**src/rtl/interrupt_controller_if.sv**
```systemverilog
// Core-side bundle for the interrupt controller: requests, config strobes and IP/store
// observation towards the controller; IP/EIP write controls and status back to the core.
interface interrupt_controller_if #(
  parameter int NUM_IRQ = 4
);
  logic [NUM_IRQ-1:0] irq;
  logic               mask_wr;
  logic [NUM_IRQ-1:0] mask_din;
  logic               gie_set;
  logic               gie_clr;
  logic [15:0]        k_val;
  logic [15:0]        ip_val;
  logic               mem_wr;
  logic [15:0]        mem_wr_addr;
  logic               instr_boundary;
  logic               iret;
  logic [15:0]        eip_val;

  logic               stall;
  logic               wr_block;
  logic               eip_write;
  logic               ip_load;
  logic [15:0]        ip_load_val;
  logic [NUM_IRQ-1:0] irq_ack;
  logic [2:0]         cause;
  logic               in_service;
  logic               halted;

  modport master (
    output irq, mask_wr, mask_din, gie_set, gie_clr, k_val, ip_val,
           mem_wr, mem_wr_addr, instr_boundary, iret, eip_val,
    input  stall, wr_block, eip_write, ip_load, ip_load_val, irq_ack,
           cause, in_service, halted
  );

  modport slave (
    input  irq, mask_wr, mask_din, gie_set, gie_clr, k_val, ip_val,
           mem_wr, mem_wr_addr, instr_boundary, iret, eip_val,
    output stall, wr_block, eip_write, ip_load, ip_load_val, irq_ack,
           cause, in_service, halted
  );
endinterface

```
**src/rtl/interrupt_controller.sv**
```systemverilog
// Interrupt entry/return sequencer with K-boundary store guard; entry takes 2 cycles
// (SAVE, VECTOR) after the decision edge, and the core is stalled while IP/EIP are owned.
module interrupt_controller #(
  parameter int          NUM_IRQ    = 4,
  parameter logic [15:0] VEC_BASE   = 16'h0010,
  parameter int          VEC_STRIDE = 4
) (
  input logic                   clk,
  input logic                   rst_n,
  interrupt_controller_if.slave bus
);

  typedef enum logic [2:0] {
    S_IDLE, S_SAVE, S_VECTOR, S_SERVICE, S_RETURN, S_HALT
  } state_t;

  state_t             state;
  state_t             state_nx;
  logic [NUM_IRQ-1:0] mask;
  logic [NUM_IRQ-1:0] eligible;
  logic               gie;
  logic               fault_pending;
  logic               violation;
  logic [17:0]        k4;
  logic [2:0]         cause;
  logic [2:0]         win_cause;
  logic [2:0]         entry_cause;
  logic [15:0]        vec_addr;

  logic               stall_c;
  logic               eip_write_c;
  logic               ip_load_c;
  logic [15:0]        ip_load_val_c;
  logic [NUM_IRQ-1:0] irq_ack_c;
  logic               in_service_c;
  logic               halted_c;

  // Compare at 18 bits so a boundary near the top of memory cannot wrap to a small value.
  assign k4        = {bus.k_val, 2'b00};
  assign violation = bus.mem_wr
                   && ({2'b00, bus.ip_val} < k4)
                   && ({2'b00, bus.mem_wr_addr} < k4);
  assign eligible  = bus.irq & mask & {NUM_IRQ{gie}};
  assign vec_addr  = VEC_BASE + 16'(cause) * 16'(VEC_STRIDE);

  always_comb begin
    win_cause = 3'd0;
    for (int i = NUM_IRQ - 1; i >= 0; i--) begin
      if (eligible[i]) win_cause = 3'(i + 1);
    end
  end

  always_ff @(posedge clk or negedge rst_n) begin
    if (!rst_n) state <= S_IDLE;
    else        state <= state_nx;
  end

  always_comb begin
    state_nx    = state;
    entry_cause = 3'd0;
    case (state)
      S_IDLE: begin
        if (fault_pending || violation) begin
          state_nx    = S_SAVE;
          entry_cause = 3'd0;
        end else if (bus.instr_boundary && (|eligible)) begin
          state_nx    = S_SAVE;
          entry_cause = win_cause;
        end
      end
      S_SAVE:    state_nx = S_VECTOR;
      S_VECTOR:  state_nx = S_SERVICE;
      S_SERVICE: begin
        if (fault_pending || violation) state_nx = S_HALT;
        else if (bus.iret)              state_nx = S_RETURN;
      end
      S_RETURN:  state_nx = S_IDLE;
      S_HALT:    state_nx = S_HALT;
      default:   state_nx = S_IDLE;
    endcase
  end

  always_ff @(posedge clk or negedge rst_n) begin
    if (!rst_n) begin
      mask          <= '0;
      gie           <= 1'b0;
      fault_pending <= 1'b0;
      cause         <= 3'd0;
    end else begin
      if (bus.mask_wr) mask <= bus.mask_din;

      // Entry and return own gie; EI is only honoured outside a handler.
      if (state == S_SAVE)                         gie <= 1'b0;
      else if (state == S_RETURN)                  gie <= 1'b1;
      else if (bus.gie_clr)                        gie <= 1'b0;
      else if (bus.gie_set && (state == S_IDLE))   gie <= 1'b1;

      fault_pending <= violation
                    || (fault_pending && !((state == S_SAVE) && (cause == 3'd0)));

      if ((state == S_IDLE) && (state_nx == S_SAVE)) cause <= entry_cause;
    end
  end

  always_comb begin
    stall_c       = 1'b0;
    eip_write_c   = 1'b0;
    ip_load_c     = 1'b0;
    ip_load_val_c = 16'h0000;
    irq_ack_c     = '0;
    in_service_c  = 1'b0;
    halted_c      = 1'b0;
    case (state)
      S_SAVE: begin
        stall_c     = 1'b1;
        eip_write_c = 1'b1;
        for (int i = 0; i < NUM_IRQ; i++) begin
          irq_ack_c[i] = (cause == 3'(i + 1));
        end
      end
      S_VECTOR: begin
        stall_c       = 1'b1;
        ip_load_c     = 1'b1;
        ip_load_val_c = vec_addr;
      end
      S_SERVICE: in_service_c = 1'b1;
      S_RETURN: begin
        stall_c       = 1'b1;
        ip_load_c     = 1'b1;
        ip_load_val_c = bus.eip_val;
      end
      S_HALT: begin
        stall_c  = 1'b1;
        halted_c = 1'b1;
      end
      default: ;
    endcase
  end

  assign bus.stall       = stall_c;
  assign bus.wr_block    = violation;
  assign bus.eip_write   = eip_write_c;
  assign bus.ip_load     = ip_load_c;
  assign bus.ip_load_val = ip_load_val_c;
  assign bus.irq_ack     = irq_ack_c;
  assign bus.cause       = cause;
  assign bus.in_service  = in_service_c;
  assign bus.halted      = halted_c;

endmodule

```
**src/flat_wrapper.sv**
```systemverilog
// flat-port wrapper written by rule: the top's interface ports become plain ports
module interrupt_controller_flat 
#(
  parameter int          NUM_IRQ    = 4,
  parameter logic [15:0] VEC_BASE   = 16'h0010,
  parameter int          VEC_STRIDE = 4
)
  (clk, rst_n, bus_irq, bus_mask_wr, bus_mask_din, bus_gie_set, bus_gie_clr, bus_k_val, bus_ip_val, bus_mem_wr, bus_mem_wr_addr, bus_instr_boundary, bus_iret, bus_eip_val, bus_stall, bus_wr_block, bus_eip_write, bus_ip_load, bus_ip_load_val, bus_irq_ack, bus_cause, bus_in_service, bus_halted);
  interrupt_controller_if #(.NUM_IRQ(NUM_IRQ)) bus_i ();
  input logic clk;
  input logic rst_n;
  input wire logic [$bits(bus_i.irq)-1:0] bus_irq;
  input wire logic [$bits(bus_i.mask_wr)-1:0] bus_mask_wr;
  input wire logic [$bits(bus_i.mask_din)-1:0] bus_mask_din;
  input wire logic [$bits(bus_i.gie_set)-1:0] bus_gie_set;
  input wire logic [$bits(bus_i.gie_clr)-1:0] bus_gie_clr;
  input wire logic [$bits(bus_i.k_val)-1:0] bus_k_val;
  input wire logic [$bits(bus_i.ip_val)-1:0] bus_ip_val;
  input wire logic [$bits(bus_i.mem_wr)-1:0] bus_mem_wr;
  input wire logic [$bits(bus_i.mem_wr_addr)-1:0] bus_mem_wr_addr;
  input wire logic [$bits(bus_i.instr_boundary)-1:0] bus_instr_boundary;
  input wire logic [$bits(bus_i.iret)-1:0] bus_iret;
  input wire logic [$bits(bus_i.eip_val)-1:0] bus_eip_val;
  output wire logic [$bits(bus_i.stall)-1:0] bus_stall;
  output wire logic [$bits(bus_i.wr_block)-1:0] bus_wr_block;
  output wire logic [$bits(bus_i.eip_write)-1:0] bus_eip_write;
  output wire logic [$bits(bus_i.ip_load)-1:0] bus_ip_load;
  output wire logic [$bits(bus_i.ip_load_val)-1:0] bus_ip_load_val;
  output wire logic [$bits(bus_i.irq_ack)-1:0] bus_irq_ack;
  output wire logic [$bits(bus_i.cause)-1:0] bus_cause;
  output wire logic [$bits(bus_i.in_service)-1:0] bus_in_service;
  output wire logic [$bits(bus_i.halted)-1:0] bus_halted;
  assign bus_i.irq = bus_irq;
  assign bus_i.mask_wr = bus_mask_wr;
  assign bus_i.mask_din = bus_mask_din;
  assign bus_i.gie_set = bus_gie_set;
  assign bus_i.gie_clr = bus_gie_clr;
  assign bus_i.k_val = bus_k_val;
  assign bus_i.ip_val = bus_ip_val;
  assign bus_i.mem_wr = bus_mem_wr;
  assign bus_i.mem_wr_addr = bus_mem_wr_addr;
  assign bus_i.instr_boundary = bus_instr_boundary;
  assign bus_i.iret = bus_iret;
  assign bus_i.eip_val = bus_eip_val;
  assign bus_stall = bus_i.stall;
  assign bus_wr_block = bus_i.wr_block;
  assign bus_eip_write = bus_i.eip_write;
  assign bus_ip_load = bus_i.ip_load;
  assign bus_ip_load_val = bus_i.ip_load_val;
  assign bus_irq_ack = bus_i.irq_ack;
  assign bus_cause = bus_i.cause;
  assign bus_in_service = bus_i.in_service;
  assign bus_halted = bus_i.halted;
  interrupt_controller #(.NUM_IRQ(NUM_IRQ), .VEC_BASE(VEC_BASE), .VEC_STRIDE(VEC_STRIDE)) u_core (.clk(clk), .rst_n(rst_n), .bus(bus_i));
endmodule
```
**config.mk**
```make
export PLATFORM = sky130hd
export DESIGN_NAME = interrupt_controller_flat
export DESIGN_NICKNAME = d
export VERILOG_FILES = /design/src/rtl/interrupt_controller_if.sv /design/src/rtl/interrupt_controller.sv /design/src/flat_wrapper.sv
export SDC_FILE = /design/constraint.sdc
export NUM_CORES = 1
export LEC_CHECK = 0
export CORE_AREA = 2 2 66 68
export CTS_CLUSTER_SIZE = 10
export DETAILED_ROUTE_END_ITERATION = 16
export DIE_AREA = 0 0 68 70
export MAX_ROUTING_LAYER = met4
export PLACE_DENSITY = 0.82
export SKIP_CTS_REPAIR_TIMING = 1
export SYNTH_ARGS = -nofsm -noshare
export SYNTH_HDL_FRONTEND = slang
export SYNTH_SLANG_ARGS = --single-unit
```
**constraint.sdc**
```tcl
create_clock -name clk -period 4.55 [get_ports clk]
set_input_delay 0.6825 -clock clk [delete_from_list [all_inputs] [get_ports clk]]
set_output_delay 0.6825 -clock clk [all_outputs]
set_load 0.1 [all_outputs]
```
# After elaboration in Yosys (flattened, before gate mapping)
# Cells that the tools add are included.
# W data, S select, Z words.
# word_totals
output_inout_bits,29
reg_bits,12
wordCells,59
input_bits,80
# classes
n_lt_le_gt_ge,2
n_addsub,1
bitwise_logic,2
n_reduce_logical,16
n_eq_ne,10
muxes,23
# op_table
cell,n
$lt A16 B18 Y1,2
$mux W3,11
$pmux W16 S2,1
$pmux W3 S5,1
$eq A3 B2 Y1 const B,4
$eq A3 B1 Y1 const B,3
$eq A3 B3 Y1 const B,3
$mux W1,9
$and A4 B4 Y4,2
$reduce_or A4 Y1,2
$logic_and A1 B1 Y1,7
$add A5 B5 Y6 const A,1
$logic_not A3 Y1,2
$mux W4,1
$reduce_bool A4 Y1,1
$logic_or A1 B1 Y1,2
$reduce_or A2 Y1,1
$logic_not A1 Y1,1

# Longest topological paths before layout
# Gate-level depths: netlist of run 1.
# depth
ltp_word,9
mapped_depth,9
depth_no_buf,9

# Worst setup path before layout of run 1
# OpenSTA, ideal clock, no wires.
# synth_path
path_kind,flip-flop to output port
start,"register u_core.cause[0], in the netlist u_core.bus.cause[0]"
end,output bus_irq_ack[0]
arrival_time_ns,4.150
path_stages_with_launch,2
required_ns,3.868
n_path_buf,0
slack_ns,-0.283
path_cell_list,dfrtp_1 -> nor4b_1
# synth_via
elab_chain_len,2
# synth_rtl
element,line_no,text
"start, declared",interrupt_controller.sv:25,logic [2:0] cause;
"start signal, assigned",interrupt_controller.sv:101,if ((state == S_IDLE) && (state_nx == S_SAVE)) cause <= entry_cause;
$eq A3 B1 Y1,interrupt_controller.sv:118,irq_ack_c[i] = (cause == 3'(i + 1));
$mux W4,interrupt_controller.sv:113,case (state)
"end, declared",flat_wrapper.sv:29,output wire logic [$bits(bus_i.irq_ack)-1:0] bus_irq_ack;
# No other way between the ends.

# Final worst setup path of run 1
# layout_path
start,input bus_k_val[13]
end,output bus_wr_block
# layout_via
elab_chain_len,3
# layout_rtl
element,line_no,text
"start, declared",flat_wrapper.sv:17,input wire logic [$bits(bus_i.k_val)-1:0] bus_k_val;
$lt A16 B18 Y1,interrupt_controller.sv:41,"&& ({2'b00, bus.ip_val} < k4)"
$logic_and A1 B1 Y1,interrupt_controller.sv:41,
$logic_and A1 B1 Y1 (*),interrupt_controller.sv:42,"&& ({2'b00, bus.mem_wr_addr} < k4);"
"end, declared",flat_wrapper.sv:25,output wire logic [$bits(bus_i.wr_block)-1:0] bus_wr_block;
# Mark *: on every way between the ends. The rest lies on a longest branch, timed or not.

==> results of run 1 <==
state kept, by name (all words and copies together), names as in the netlist:
signal,count
u_core.mask,4
u_core.bus.cause,3
u_core.state,3
u_core.fault_pending,1
u_core.gie,1
power by group through the flow:
| stage | Clock (mW) | Combinational [mW] | Sequential (mW) |
|---|---|---|---|
| final | 0.0927 | 0.775 | 0.199 |
| after CTS | 0.0971 | 0.778 | 0.196 |
| after global routing | 0.103 | 0.817 | 0.207 |
| after detailed placement | 0 | 0.777 | 0.198 |
| after floorplan | 0 | 0.565 | 0.194 |
| after global placement | 0 | 0.768 | 0.196 |
final cells by class:
cell class              count  area [sq um]
inverters                  16          60.1
well taps                  52          65.1
clock buffers               3          41.3
flip-flops and latches     12           300
fillers                   376          1570
repair buffers            104          1040
multi-input cells         145          1070
layer usage:
| layer | GRT usage | wire length, um |
|---|---|---|
| met5 | - | 0 |
| met4 | 0.0267 | 25 |
| met3 | 0.0419 | 398 |
| met2 | 0.356 | 2290 |
| met1 | 0.216 | 1850 |
cells in the mapped netlist, types with 2 or more instances:
master,n
sky130_fd_sc_hd__nor2b_1,2
sky130_fd_sc_hd__a21oi_1,10
sky130_fd_sc_hd__ha_1,26
sky130_fd_sc_hd__a211o_1,3
sky130_fd_sc_hd__nor2_1,18
sky130_fd_sc_hd__nor4_1,2
sky130_fd_sc_hd__nand3_1,2
sky130_fd_sc_hd__dfrtp_1,12
sky130_fd_sc_hd__nand2_1,16
sky130_fd_sc_hd__o21ai_0,5
sky130_fd_sc_hd__nand4_1,3
sky130_fd_sc_hd__and3_1,14
sky130_fd_sc_hd__a21o_1,4
sky130_fd_sc_hd__inv_1,16
sky130_fd_sc_hd__a22oi_1,4
sky130_fd_sc_hd__nor4b_1,3
sky130_fd_sc_hd__mux2_2,4
sky130_fd_sc_hd__and2_1,4
sky130_fd_sc_hd__clkbuf_1,5
sky130_fd_sc_hd__o21a_1,4
sky130_fd_sc_hd__nor3_1,4
sky130_fd_sc_hd__nand2b_1,2
path summary, 6_finish.rpt:
| kind | slack, ns | from | to | cells past startpoint |
|---|---|---|---|---|
| setup / recovery | 0.97 | bus_k_val[13] | bus_wr_block | 9 |
| hold reg to reg | 0.50 | u_core.mask[3] | u_core.mask[3] | 1 |
| min in group asynchronous | 0.81 | rst_n | u_core.mask[3] | 1 |
| max in group asynchronous | 3.37 | rst_n | u_core.gie | 1 |
| hold / removal | 0.50 | u_core.mask[3] | u_core.mask[3] | 1 |
| setup reg to reg | 2.81 | u_core.state[2] | u_core.bus.cause[2] | 4 |
worst register-to-register path: stages, from the launching register on:
cell and delay, ns:
sky130_fd_sc_hd__dfrtp_1 0.57, sky130_fd_sc_hd__nor3_1 0.57, sky130_fd_sc_hd__a31oi_1 0.16, sky130_fd_sc_hd__a211o_1 0.28, sky130_fd_sc_hd__o21ai_0 0.07
logic make-up (layout without fill, tap and decap cells):
logic type | after synthesis | after routing | share of synthesized area
DFF | 12 | 12 | 0.209
buffers and inverters | 21 | 123 | 0.0548
and+or+nand+nor | 72 | 72 | 0.260
AOI/OAI and AO/OA | 43 | 43 | 0.219
adders and majority gates | 26 | 26 | 0.226
muxes | 4 | 4 | 0.0313
==> PnR_summary.wiki, run 1 <==
{| class="wikitable"
! Metric !! Value
|-
| Status || complete, no violations
|-
| Pwr Total || between 1 and 1.5 mW
|-
| First DRT Iteration DRCs || 39
|-
| Worst EP arrival || slightly below 3 ns
|-
| Post-synth top area cell || sky130_fd_sc_hd__ha_1
|-
| Post-detailed-route DRC marker count || 0
|-
| Initial antenna violation count || 0
|-
| Pre-antenna DRT Iters || 4
|-
| Final HPWL DP || 3.91 mm
|-
| Sw Share || 0.599
|-
| Rel. slew slack || 0.328
|-
| Number of nets with antenna violations after routing || 0
|-
| #FFs+latches synth || 12
|-
| Vias in the first global route || 1,714
|-
| Share of the synthesized area in the top cell type || 0.226
|-
| Reg power frac || 0.186
|-
| Post-placement setup slack || around 0.96 ns
|-
| Floorplan die height || 70 um
|-
| Fin crit period || around 3.6 ns
|-
| Number of nets in the synthesized netlist || ~280
|-
| TritonCTS sink count || 12
|-
| Cell count after placement || between 300 and 400
|-
| Total global routing overflow || 0
|-
| Global placement routability congestion || roughly 0.86
|-
| Gate count after technology mapping || ~180
|-
| Combined global-route utilization of all metal layers || 0.195
|-
| Proportion of synthesized chip area in sequential cells || 0.209
|-
| Area of all placed cells without fillers || ~2600 sq um
|-
| Fraction of layout instances using a drive strength above 1 || 0.0429
|-
| Number of endpoints failing setup at the final stage || 0
|-
| Final setup TNS || 0 ns
|-
| Int Power || 428 uW
|-
| Critical path cell sequence || clkdlybuf4s50_1 > inv_1 > ha_1 > and4bb_1 > and2_1 > nor4b_1 > a311o_1 > nor2_1 > buf_4
|-
| Core Area || 4140 sq um
|-
| Mapped cell area || roughly 1400 sq um
|-
| Leakage power || approximately 1.2 nW
|-
| Total wirelength of the detailed-routed design || between 4 and 5 mm
|-
| Non-filler instance count after layout || 332
|-
| Maximum fanout count along the critical path || 3
|-
| Clock root buffer master || sky130_fd_sc_hd__clkbuf_8
|-
| Clock Path Buffers || 2
|-
| Switching power total || between 600 and 700 uW
|-
| Total via count after detailed routing || approximately 1.7k
|-
| Clock transition at the registers of the reported paths || around 0.05 ns
|-
| Horizontal extent of the die || between 60 and 70 um
|-
| Placement Rows || 24
|-
| Average wire length per cell after detail routing || around 14 um
|-
| Tightest Hold Check Type || register to register
|-
| Count of final hold-check violations || 0
|-
| Clock latency of the later-clocked register in the worst-skew pair || 0.24 ns
|-
| Total power per unit cell area || about 410 nW/um^2
|-
| Final-stage net count || about 390
|-
| Most common flop cell mapped by yosys || sky130_fd_sc_hd__dfrtp_1
|-
| Peak clock frequency supported by timing || approximately 280 MHz
|-
| Worst setup SP type || input pin
|-
| Starting utilization of the core area || 0.347
|-
| Number of diodes added for antenna fixing || 0
|-
| Count of input and output buffers || between 100 and 150
|-
| Delay of the slowest critical-path stage || around 0.45 ns
|-
| Avg Synthesized Cell Area || about 8.1 sq um
|-
| Ports placed on the boundary || approximately 110
|-
| Fraction of synthesis flops using an asynchronous set or reset pin || 1.00
|-
| Final period util || 0.787
|-
| TritonCTS buffer count || 3
|-
| Maximum resistive drop on vdd || 0.000258 V
|-
| CTS tree || yes
|-
| Fin util || 0.622
|-
| Vias per cell || between 5 and 6
|-
| Layout-stage area growth over the synthesis result || 79.1%
|-
| Least-Margin Pin Slew || slightly above 1 ns
|-
| Commonest cells after routing, fill and taps aside || sky130_fd_sc_hd__clkdlybuf4s50_1 (103), sky130_fd_sc_hd__ha_1 (26), sky130_fd_sc_hd__nor2_1 (18)
|-
| Commonest non-fill, non-tap cell in the layout || sky130_fd_sc_hd__clkdlybuf4s50_1
|-
| Maximum clock skew at final layout || ~0.0041 ns
|-
| Minimum hold slack || about 0.5 ns
|-
| Maximum number of pins on one net before global-route repair || 21
|-
| Clock share of power || 0.087
|-
| Buffer and inverter count on the worst path || 3
|-
| Setup repair after global routing missed its margin || false
|-
| Class of the most critical setup path || input pin to output pin
|-
| Max stage delay cell, worst path || sky130_fd_sc_hd__clkdlybuf4s50_1
|-
| Post-DP Area || 2540 sq um
|-
| CP required || 3.87 ns
|-
| Max cap viols || 0
|-
| Yosys warning total || 0
|-
| H-tree depth reported by CTS || 1
|-
| Comb power frac || 0.727
|-
| Number of slew-limit violations in the final report || 0
|-
| Post-synth EDFFs || 0
|-
| Final setup margin || 0.970 ns
|-
| Number of different library cells in the post-synthesis netlist || 37
|-
| CP delay by family, top || buffers and inverters
|-
| Die footprint || 4760 sq um
|-
| Element type at the critical path end || output pin
|-
| First-pass GRT wire length || ~7.2 mm
|-
| Ranking of synthesized cells by area || sky130_fd_sc_hd__ha_1 (23%), sky130_fd_sc_hd__dfrtp_1 (21%), sky130_fd_sc_hd__and3_1 (6.1%)
|}
(Power assumes the default switching activity.)
==> inputs of run 2 (changes only) <==
Settings changed: CORE_AREA 2 2 66 68 to 2 2 69 71, DIE_AREA 0 0 68 70 to 0 0 71 73, PLACE_DENSITY 0.82 to 0.76.
Clock period 4.55 ns to 3.5 ns, I/O delays scaled along.
==> PnR_summary.wiki, run 2 (same netlist as run 1, synthesis figures left out) <==
{| class="wikitable"
! Metric !! Value
|-
| Crit Reg-Reg Endpoint || u_core.bus.cause[1]
|-
| Maximum resistive drop on vdd || about 0.00038 V
|-
| Initial antenna violation count || 0
|-
| Cell count after placement || about 330
|-
| Switching power total || around 830 uW
|-
| Final setup TNS || 0 ns
|-
| Vias in the first global route || between 1.5k and 2k
|-
| Rel. slew slack || 0.342
|-
| TritonCTS sink count || 12
|-
| Class of the most critical setup path || input pin to output pin
|-
| Min-Delay Startpoint || u_core.mask[3]
|-
| First DRT Iteration DRCs || 36
|-
| Status || complete, no violations
|-
| Worst flop-to-flop path startpoint || u_core.state[2]
|-
| Combined global-route utilization of all metal layers || 0.161
|-
| Flip-flop count of the largest register, all copies and words added || 4
|-
| Die footprint || approximately 5200 sq um
|-
| Number of diodes added for antenna fixing || 0
|-
| Post-detailed-route DRC marker count || 0
|-
| H-tree depth reported by CTS || 1
|-
| Reg2reg setup slack || roughly 1.8 ns
|-
| Total global routing overflow || 0
|-
| Clock transition at the registers of the reported paths || around 0.05 ns
|-
| TritonCTS buffer count || 3
|-
| Count of input and output buffers || 104
|-
| Pre-antenna DRT Iters || 4
|-
| Maximum number of pins on one net before global-route repair || 21
|-
| Total wirelength of the detailed-routed design || between 4 and 5 mm
|-
| First-pass GRT wire length || 6.75 mm
|-
| Number of endpoints failing setup at the final stage || 0
|-
| Core Area || 4540 sq um
|-
| Worst EP arrival || 2.66 ns
|-
| Vias per cell || around 5
|-
| Placement Rows || 25
|-
| Int Power || between 500 and 600 uW
|-
| Fraction of layout instances using a drive strength above 1 || 0.143
|-
| Final HPWL DP || ~3.6 mm
|-
| Count of final hold-check violations || 0
|-
| Ports placed on the boundary || about 110
|-
| Largest reg by FF count || u_core.mask
|-
| Maximum clock skew at final layout || between 0.002 and 0.0025 ns
|-
| Element type at the critical path end || output pin
|-
| Clock Path Buffers || 2
|-
| Worst setup SP type || input pin
|-
| Leakage power || between 1 and 1.5 nW
|-
| Total power per unit cell area || between 500 and 600 nW/um^2
|-
| Non-filler instance count after layout || 334
|-
| Final period util || 0.911
|-
| Final-stage net count || between 300 and 400
|-
| Starting utilization of the core area || 0.317
|-
| Fill cell count || just over 400
|-
| Peak clock frequency supported by timing || approximately 310 MHz
|-
| Clock share of power || 0.088
|-
| Number of nets with antenna violations after routing || 0
|-
| Average wire length per cell after detail routing || approximately 13 um
|-
| Reg power frac || 0.187
|-
| Regs by FF count || u_core.mask: 4 flops, u_core.bus.cause: 3 flops, u_core.state: 3 flops
|-
| End of the worst hold path || u_core.mask[3]
|-
| Hold path cells || 1
|-
| Clock latency of the later-clocked register in the worst-skew pair || 0.23 ns
|-
| Global placement routability congestion || ~0.89
|-
| Count of cells along the worst register-to-register path || 4
|-
| Sw Share || 0.606
|-
| Horizontal extent of the die || about 71 um
|-
| Number of slew-limit violations in the final report || 0
|-
| Layout-stage area growth over the synthesis result || 75.7%
|-
| Clock root buffer master || sky130_fd_sc_hd__clkbuf_8
|-
| CTS tree || yes
|-
| Commonest cells after routing, fill and taps aside || sky130_fd_sc_hd__clkdlybuf4s50_1 (76), sky130_fd_sc_hd__buf_4 (27), sky130_fd_sc_hd__ha_1 (26)
|-
| Tightest Hold Check Type || register to register
|-
| Least-Margin Pin Slew || ~0.98 ns
|-
| CP required || between 2 and 3 ns
|-
| Max cap viols || 0
|-
| Commonest non-fill, non-tap cell in the layout || sky130_fd_sc_hd__clkdlybuf4s50_1
|-
| Maximum fanout count along the critical path || 3
|-
| Total via count after detailed routing || ~1.6k
|-
| Comb power frac || 0.724
|-
| Fin crit period || 3.19 ns
|-
| Floorplan die height || approximately 73 um
|-
| Setup repair after global routing missed its margin || false
|}
run 2: cell types whose count changed in the layout (fill, tap and decap cells not counted):
| cell | change |
|---|---|
| sky130_fd_sc_hd__nor2_2 | +1 |
| sky130_fd_sc_hd__clkdlybuf4s50_1 | -27 |
| sky130_fd_sc_hd__buf_12 | +1 |
| sky130_fd_sc_hd__nor2_1 | -1 |
| sky130_fd_sc_hd__buf_4 | +26 |
run 2: power by group through the flow:
stage | combinational (mW) | clock [mW] | sequential (mW)
floorplan | 0.735 | 0 | 0.252
global placement | 0.981 | 0 | 0.258
detailed placement | 0.988 | 0 | 0.256
CTS | 0.991 | 0.125 | 0.254
global route | 1.05 | 0.133 | 0.270
finish | 0.987 | 0.121 | 0.255
run 2: per-layer routing:
| layer | track usage | up-vias | share of wire |
|---|---|---|---|
| li1 | - | 863 | - |
| met1 | 0.214 | 701 | 0.47 |
| met2 | 0.263 | 60 | 0.46 |
| met3 | 0.0290 | 2 | 0.073 |
| met4 | 0.0252 | 0 | 0.0012 |
| met5 | - | - | 0 |
run 2: worst max path at each step:
stage / startpoint / end / slack, ns / depth (start not counted)
6_report: bus_k_val[13] / bus_wr_block / 0.31 / 9
5_1_grt: bus_k_val[13] / bus_wr_block / 0.22 / 9
3_5_place_dp: bus_k_val[13] / bus_wr_block / 0.31 / 9
2_1_floorplan: u_core.bus.cause[2] / bus_irq_ack[3] / 0.06 / 2
3_3_place_gp: bus_k_val[1] / bus_wr_block / 0.30 / 8
4_1_cts: bus_k_val[13] / bus_wr_block / 0.29 / 9
run 2: through the flow:
step                total power, mW  instance area, sq um  worst slack [ns]  utilization  hold slack [ns]
finish                         1.36                  2530             0.313        0.557            0.503
floorplan                     0.987                  1450            0.0600            -            0.229
detailed placement             1.24                  2490             0.305        0.548            0.493
global placement               1.24                  2490             0.305        0.548            0.484
global route                   1.45                  2530             0.218        0.557            0.518
CTS                            1.37                  2530             0.288        0.557            0.504
run 2: layout make-up:
cell class / count / area, sq um / area share
Multi-Input combinational cell: 145 / 1070 / 0.425
Timing Repair Buffer: 104 / 983 / 0.389
Sequential cell: 12 / 300 / 0.119
Tap cell: 54 / 67.6 / 0.0267
Inverter: 16 / 60.1 / 0.0238
Clock buffer: 3 / 41.3 / 0.0163
run 2: critical path, stage by stage:
cell,delay [ns]
sky130_fd_sc_hd__clkdlybuf4s50_1,0.46
sky130_fd_sc_hd__inv_1,0.05
sky130_fd_sc_hd__ha_1,0.28
sky130_fd_sc_hd__and4bb_1,0.24
sky130_fd_sc_hd__and2_1,0.16
sky130_fd_sc_hd__nor4b_1,0.14
sky130_fd_sc_hd__a311o_1,0.41
sky130_fd_sc_hd__nor2_2,0.20
sky130_fd_sc_hd__buf_12,0.20
